$ cat config.mk
export PLATFORM = sky130hd
export DESIGN_NAME = branch_tag_manager
export DESIGN_NICKNAME = d
export VERILOG_FILES = /design/src/rtl/branch_tag_manager.sv
export SDC_FILE = /design/constraint.sdc
export NUM_CORES = 1
export LEC_CHECK = 0
export CORE_MARGIN = 4
export CORE_UTILIZATION = 50
export DETAILED_ROUTE_END_ITERATION = 6
export PLACE_DENSITY = 0.93
export SLEW_MARGIN = 0
export SYNTH_ARGS = -nofsm -noshare
export SYNTH_HDL_FRONTEND = slang
export SYNTH_SLANG_ARGS = --single-unit
$ cat constraint.sdc
create_clock -name clock -period 5.71 [get_ports clock]
set_input_delay 0.571 -clock clock [delete_from_list [all_inputs] [get_ports clock]]
set_output_delay 0.571 -clock clock [all_outputs]
set_load 0.05 [all_outputs]
$ cat src/rtl/branch_tag_manager.sv
// rtl/branch_tag_manager.sv - branch tag allocation, resolve/squash tracking and mispredict recovery hold
// Optional occupancy outputs (tags_free, peak_live) are enabled with BTM_OCCUPANCY_EN.
`ifndef N
`define N 3
`endif
`ifndef B_MASK_WIDTH
`define B_MASK_WIDTH 4
`endif

module branch_tag_manager #(
  parameter int N               = `N,
  parameter int B_MASK_WIDTH    = `B_MASK_WIDTH,
  parameter int RECOVERY_CYCLES = 1
) (
  input  logic                                  clock,
  input  logic                                  reset,
  input  logic [N-1:0]                          alloc_req,
  output logic [N-1:0]                          alloc_gnt,
  output logic [N-1:0][B_MASK_WIDTH-1:0]        alloc_tag,
  output logic [N-1:0][B_MASK_WIDTH-1:0]        alloc_dep_mask,
  output logic [$clog2(N+1)-1:0]                dispatch_limit,
  input  logic                                  resolve_valid,
  input  logic [B_MASK_WIDTH-1:0]               resolve_tag,
  input  logic                                  resolve_mispredict,
  output logic [B_MASK_WIDTH-1:0]               b_mask,
  output logic [B_MASK_WIDTH-1:0]               clear_mask,
  output logic [B_MASK_WIDTH-1:0]               squash_mask,
  output logic                                  restore_valid
`ifdef BTM_OCCUPANCY_EN
  ,
  output logic [$clog2(B_MASK_WIDTH+1)-1:0]     tags_free,
  output logic [$clog2(B_MASK_WIDTH+1)-1:0]     peak_live
`endif
);

  localparam int LW = $clog2(N+1);
  localparam int CW = $clog2(RECOVERY_CYCLES+1);

  typedef enum logic {IDLE, RECOVER} state_t;

  state_t                  r_state;
  logic [CW-1:0]           r_cnt;
  logic [B_MASK_WIDTH-1:0] r_b_mask;
  logic [B_MASK_WIDTH-1:0] r_dep [B_MASK_WIDTH];

  logic                    w_live_hit;
  logic                    w_correct;
  logic                    w_mispredict;
  logic [B_MASK_WIDTH-1:0] w_dep_hits;
  logic [B_MASK_WIDTH-1:0] w_granted;
  logic [B_MASK_WIDTH-1:0] w_avail;
  logic                    w_denied;
  logic [B_MASK_WIDTH-1:0] w_tag_dep [B_MASK_WIDTH];
  logic [B_MASK_WIDTH-1:0] w_next_b_mask;

  // Resolves naming a tag that is not live are dropped entirely.
  assign w_live_hit   = resolve_valid && |(resolve_tag & r_b_mask);
  assign w_correct    = w_live_hit && !resolve_mispredict;
  assign w_mispredict = w_live_hit && resolve_mispredict;

  always_comb begin
    w_dep_hits = '0;
    for (int j = 0; j < B_MASK_WIDTH; j++) begin
      w_dep_hits[j] = |(r_dep[j] & resolve_tag);
    end
  end

  // Stale dep rows of freed tags are masked off by the live set.
  assign clear_mask    = w_correct ? resolve_tag : '0;
  assign squash_mask   = w_mispredict ? ((resolve_tag | w_dep_hits) & r_b_mask) : '0;
  assign restore_valid = w_mispredict || (r_state == RECOVER);
  assign b_mask        = r_b_mask;

  always_comb begin
    alloc_gnt      = '0;
    alloc_tag      = '0;
    alloc_dep_mask = '0;
    dispatch_limit = LW'(N);
    w_granted      = '0;
    w_avail        = ~r_b_mask;
    w_denied       = 1'b0;
    for (int k = 0; k < B_MASK_WIDTH; k++) begin
      w_tag_dep[k] = '0;
    end
    for (int i = 0; i < N; i++) begin
      alloc_dep_mask[i] = r_b_mask | w_granted;
      if (!restore_valid && alloc_req[i] && !w_denied) begin
        if (|w_avail) begin
          alloc_tag[i] = w_avail & (-w_avail);
          alloc_gnt[i] = 1'b1;
          for (int k = 0; k < B_MASK_WIDTH; k++) begin
            if (alloc_tag[i][k]) w_tag_dep[k] = r_b_mask | w_granted;
          end
          w_granted = w_granted | alloc_tag[i];
          w_avail   = w_avail & ~alloc_tag[i];
        end else begin
          w_denied       = 1'b1;
          dispatch_limit = LW'(i);
        end
      end
    end
    if (restore_valid) dispatch_limit = '0;
  end

  assign w_next_b_mask = (r_b_mask | w_granted) & ~clear_mask & ~squash_mask;

  always_ff @(posedge clock) begin
    if (reset) begin
      r_b_mask <= '0;
      for (int j = 0; j < B_MASK_WIDTH; j++) r_dep[j] <= '0;
      r_state  <= IDLE;
      r_cnt    <= '0;
    end else begin
      r_b_mask <= w_next_b_mask;
      // A tag resolving correctly in the grant cycle must not linger in the new dep row.
      for (int j = 0; j < B_MASK_WIDTH; j++) begin
        if (w_granted[j]) r_dep[j] <= w_tag_dep[j] & ~clear_mask;
        else              r_dep[j] <= r_dep[j] & ~clear_mask;
      end
      case (r_state)
        IDLE: begin
          if (w_mispredict) begin
            r_state <= RECOVER;
            r_cnt   <= CW'(RECOVERY_CYCLES);
          end
        end
        RECOVER: begin
          if (w_mispredict) begin
            r_cnt <= CW'(RECOVERY_CYCLES);
          end else if (r_cnt == CW'(1) || r_cnt == '0) begin
            r_state <= IDLE;
            r_cnt   <= '0;
          end else begin
            r_cnt <= r_cnt - CW'(1);
          end
        end
        default: begin
          r_state <= IDLE;
          r_cnt   <= '0;
        end
      endcase
    end
  end

`ifdef BTM_OCCUPANCY_EN
  localparam int OW = $clog2(B_MASK_WIDTH+1);

  logic [OW-1:0] w_live_cnt;
  logic [OW-1:0] w_next_cnt;
  logic [OW-1:0] r_peak;

  always_comb begin
    w_live_cnt = '0;
    w_next_cnt = '0;
    for (int j = 0; j < B_MASK_WIDTH; j++) begin
      w_live_cnt = w_live_cnt + OW'(r_b_mask[j]);
      w_next_cnt = w_next_cnt + OW'(w_next_b_mask[j]);
    end
  end

  // Tracking the next live set keeps peak_live >= the current popcount every cycle.
  always_ff @(posedge clock) begin
    if (reset)                    r_peak <= '0;
    else if (w_next_cnt > r_peak) r_peak <= w_next_cnt;
  end

  assign tags_free = OW'(B_MASK_WIDTH) - w_live_cnt;
  assign peak_live = r_peak;
`endif

endmodule

==> reports/qor.txt <==
synth warn = 0
Placer Congestion = 0.938
die height = 65.4 microns
routed length per instance = 17.4 microns
Setup violations, final = 0
CTS root buf = clkbuf_4
hold_ws = 0.600 ns
Yosys cell types = 61
met3 wire len = 374 microns
pwr/cell area = 275 nW/um^2
ant diodes = 0
post-synthesis sequential area ratio = 0.279
TNS Setup = 0 ns
Peak VDD IR = 0.000200 V
initial core utilization = 0.531
top sig layer = met4
first-pass GRT wire length = 8110 microns
Detailed Place HPWL = 3790 microns
post-route cell area = 2200 sq um
hold_buf cts = 0
Primary FF master, synth = edfxtp_1
max-slew violations = 0
top post-synthesis cells by area = edfxtp_1 22%, dfxtp_1 6.1%, nor2_1 5.0%
Ports = 53
cts bufs inserted = 3
Finished Layout Cells = 287
drt drc = 0
met2 wire len = 2410 microns
maximum clock insertion buffer count = 2
Crit Path Max Fanout = 9
Clock Skews = 0.00725 ns
DR iter-0 viols = 151
ys async rst share = 0
Die W = 65.4 microns
vias in the first global route = 1625
Arr. time, crit path = 3.61 ns
DRT Pass-1 Iters = 7
initial antenna violation count = 0
Yosys top cell by area = edfxtp_1
# Post-CTS Setup Buffers = 0
CTS tree = done
largest net degree at the start of global routing = 25
worst hold path class = reg -> reg
total wire length = 4990 microns
I/O Buffers = 52
dpl cell area = 2170 sq um
synthesis-stage register bit count = 17
Final #Nets = 255
GRT Total Usage = 0.245
share of the synthesized area in the top cell type = 0.219
Area growth, synth to finish = 33.4%
Worst-Margin Slew = 0.826 ns
core area = 3100 sq um
LEAKAGE = 0.849 nW
H-tree lvl count = 1
WP data required = 5.14 ns
critical path class = in -> out
outcome = finished, final reports clean
slew margin rel. = 0.449
clock-pin slew on the worst setup and hold paths = 0.10 ns
post-cts resize count = 0
Avg Cell Area, Syn = 8.54 sq um
# rows = 20
post-route antenna net violation count = 0
CTS Sinks = 17
Cells after Synth = 193
met1 WL = 2110 microns
via count = 1717
RSZ-0062 raised after global routing = false
Final Hold Viols = 0
full die area = 4280 sq um
Cells after DPL = 283
fmax = 0.239 GHz
total of max-cap violations = 0
clock latency on the worst-skew pair = 0.30 ns
min Tclk post-route = 4.19 ns
Layout Utilization = 0.709
Post-Syn Area = 1650 sq um
Worst Setup End Kind = primary output
vias per cell = 5.98
fin crit share = 0.733
share of cells above drive strength 1 = 0.119
Post-synth EDFFs = 12
startpoint types = input pin
total congestion overflow = 0
==> worst max-delay path: stages <==
cell and delay (ns):
clkdlybuf4s50_1 0.52, a22o_1 0.33, o211ai_2 0.40, nand3_1 0.36
nor3_1 0.36, a21oi_1 0.08, nor3_1 0.17, clkdlybuf4s50_1 0.83
==> placed cells by master (no fill, tap or decap), types with 3 or more instances in the layout <==
cell type / count
a211oi_1: 6
a21oi_1: 12
a21oi_2: 4
a22oi_1: 4
and3_1: 7
clkbuf_4: 3
clkdlybuf4s50_1: 52
conb_1: 12
dfxtp_1: 5
edfxtp_1: 12
inv_1: 12
mux2i_1: 3
nand2_1: 9
nand3_1: 5
nor2_1: 22
nor3_1: 10
o21a_1: 3
o21ai_0: 7
or2_2: 5
==> registers in the layout, summed over array words and instances, names as in the netlist <==
name	count
r_dep	12
b_mask	4
r_state	1
==> cell usage after synthesis (all sizes together), types with 5 or more instances <==
master  count
a211oi      7
nor2       23
and3        7
or2         6
edfxtp     12
nand3       5
inv        13
buf        14
nor3       11
nand2       9
o21ai       9
a21oi      16
dfxtp       5
==> worst paths after layout <==
check | slack, ns | end | startpoint | depth (start not counted)
worst max-delay path | 1.52 | alloc_tag[7] | resolve_tag[1] | 8
worst min-delay path | 0.60 | r_dep[3][2]$_DFFE_PP_ | r_dep[3][2]$_DFFE_PP_ | 1
worst max register to register | 3.07 | r_dep[1][3]$_SDFFCE_PN0P_ | b_mask[1]$_SDFF_PP0_ | 6
worst min register to register | 0.60 | r_dep[3][2]$_DFFE_PP_ | r_dep[3][2]$_DFFE_PP_ | 1
==> where the power goes <==
group,internal (W),switching (W),leakage [nW]
clock,0.0000266,0.0000419,0.0139
combinational,0.000121,0.000235,0.671
sequential,0.000149,0.0000326,0.164
total,0.000297,0.000309,0.849
==> area by class of cell <==
type	count	area (sq um)
multi-input cells	156	1080
fillers	251	903
repair buffers	52	520
flip-flops and latches	17	460
inverters	14	57.6
well taps	44	55.1
clock buffers	3	22.5
clock inverters	1	7.51
==> per-stage QoR <==
| step | total power (W) | setup slack [ns] |
|---|---|---|
| after floorplan | 0.000438 | 1.42 |
| after global placement | 0.000532 | 1.69 |
| final | 0.000606 | 1.52 |
| after detailed placement | 0.000537 | 1.60 |
| after global routing | 0.000637 | 1.36 |
| after CTS | 0.000606 | 1.59 |
==> cells by family (layout without fill, tap and decap cells) <==
logic type	after synthesis	in the layout	synth area share
compound gates	63	63	0.310
simple gates	73	73	0.266
fa+ha+maj	4	4	0.0258
buf+inv	31	70	0.0933
mux	3	3	0.0182
xor+xnor	1	1	0.00531
flops	17	17	0.279
other cells	1	12	0.00227
==> layer usage <==
metal | GRT usage | vias to the layer above
met4 | 0.0751 | 0
li1 | - | 804
met1 | 0.334 | 798
met5 | 0 | -
met3 | 0.0427 | 15
met2 | 0.392 | 100
Power figures use the tool's default switching activity.
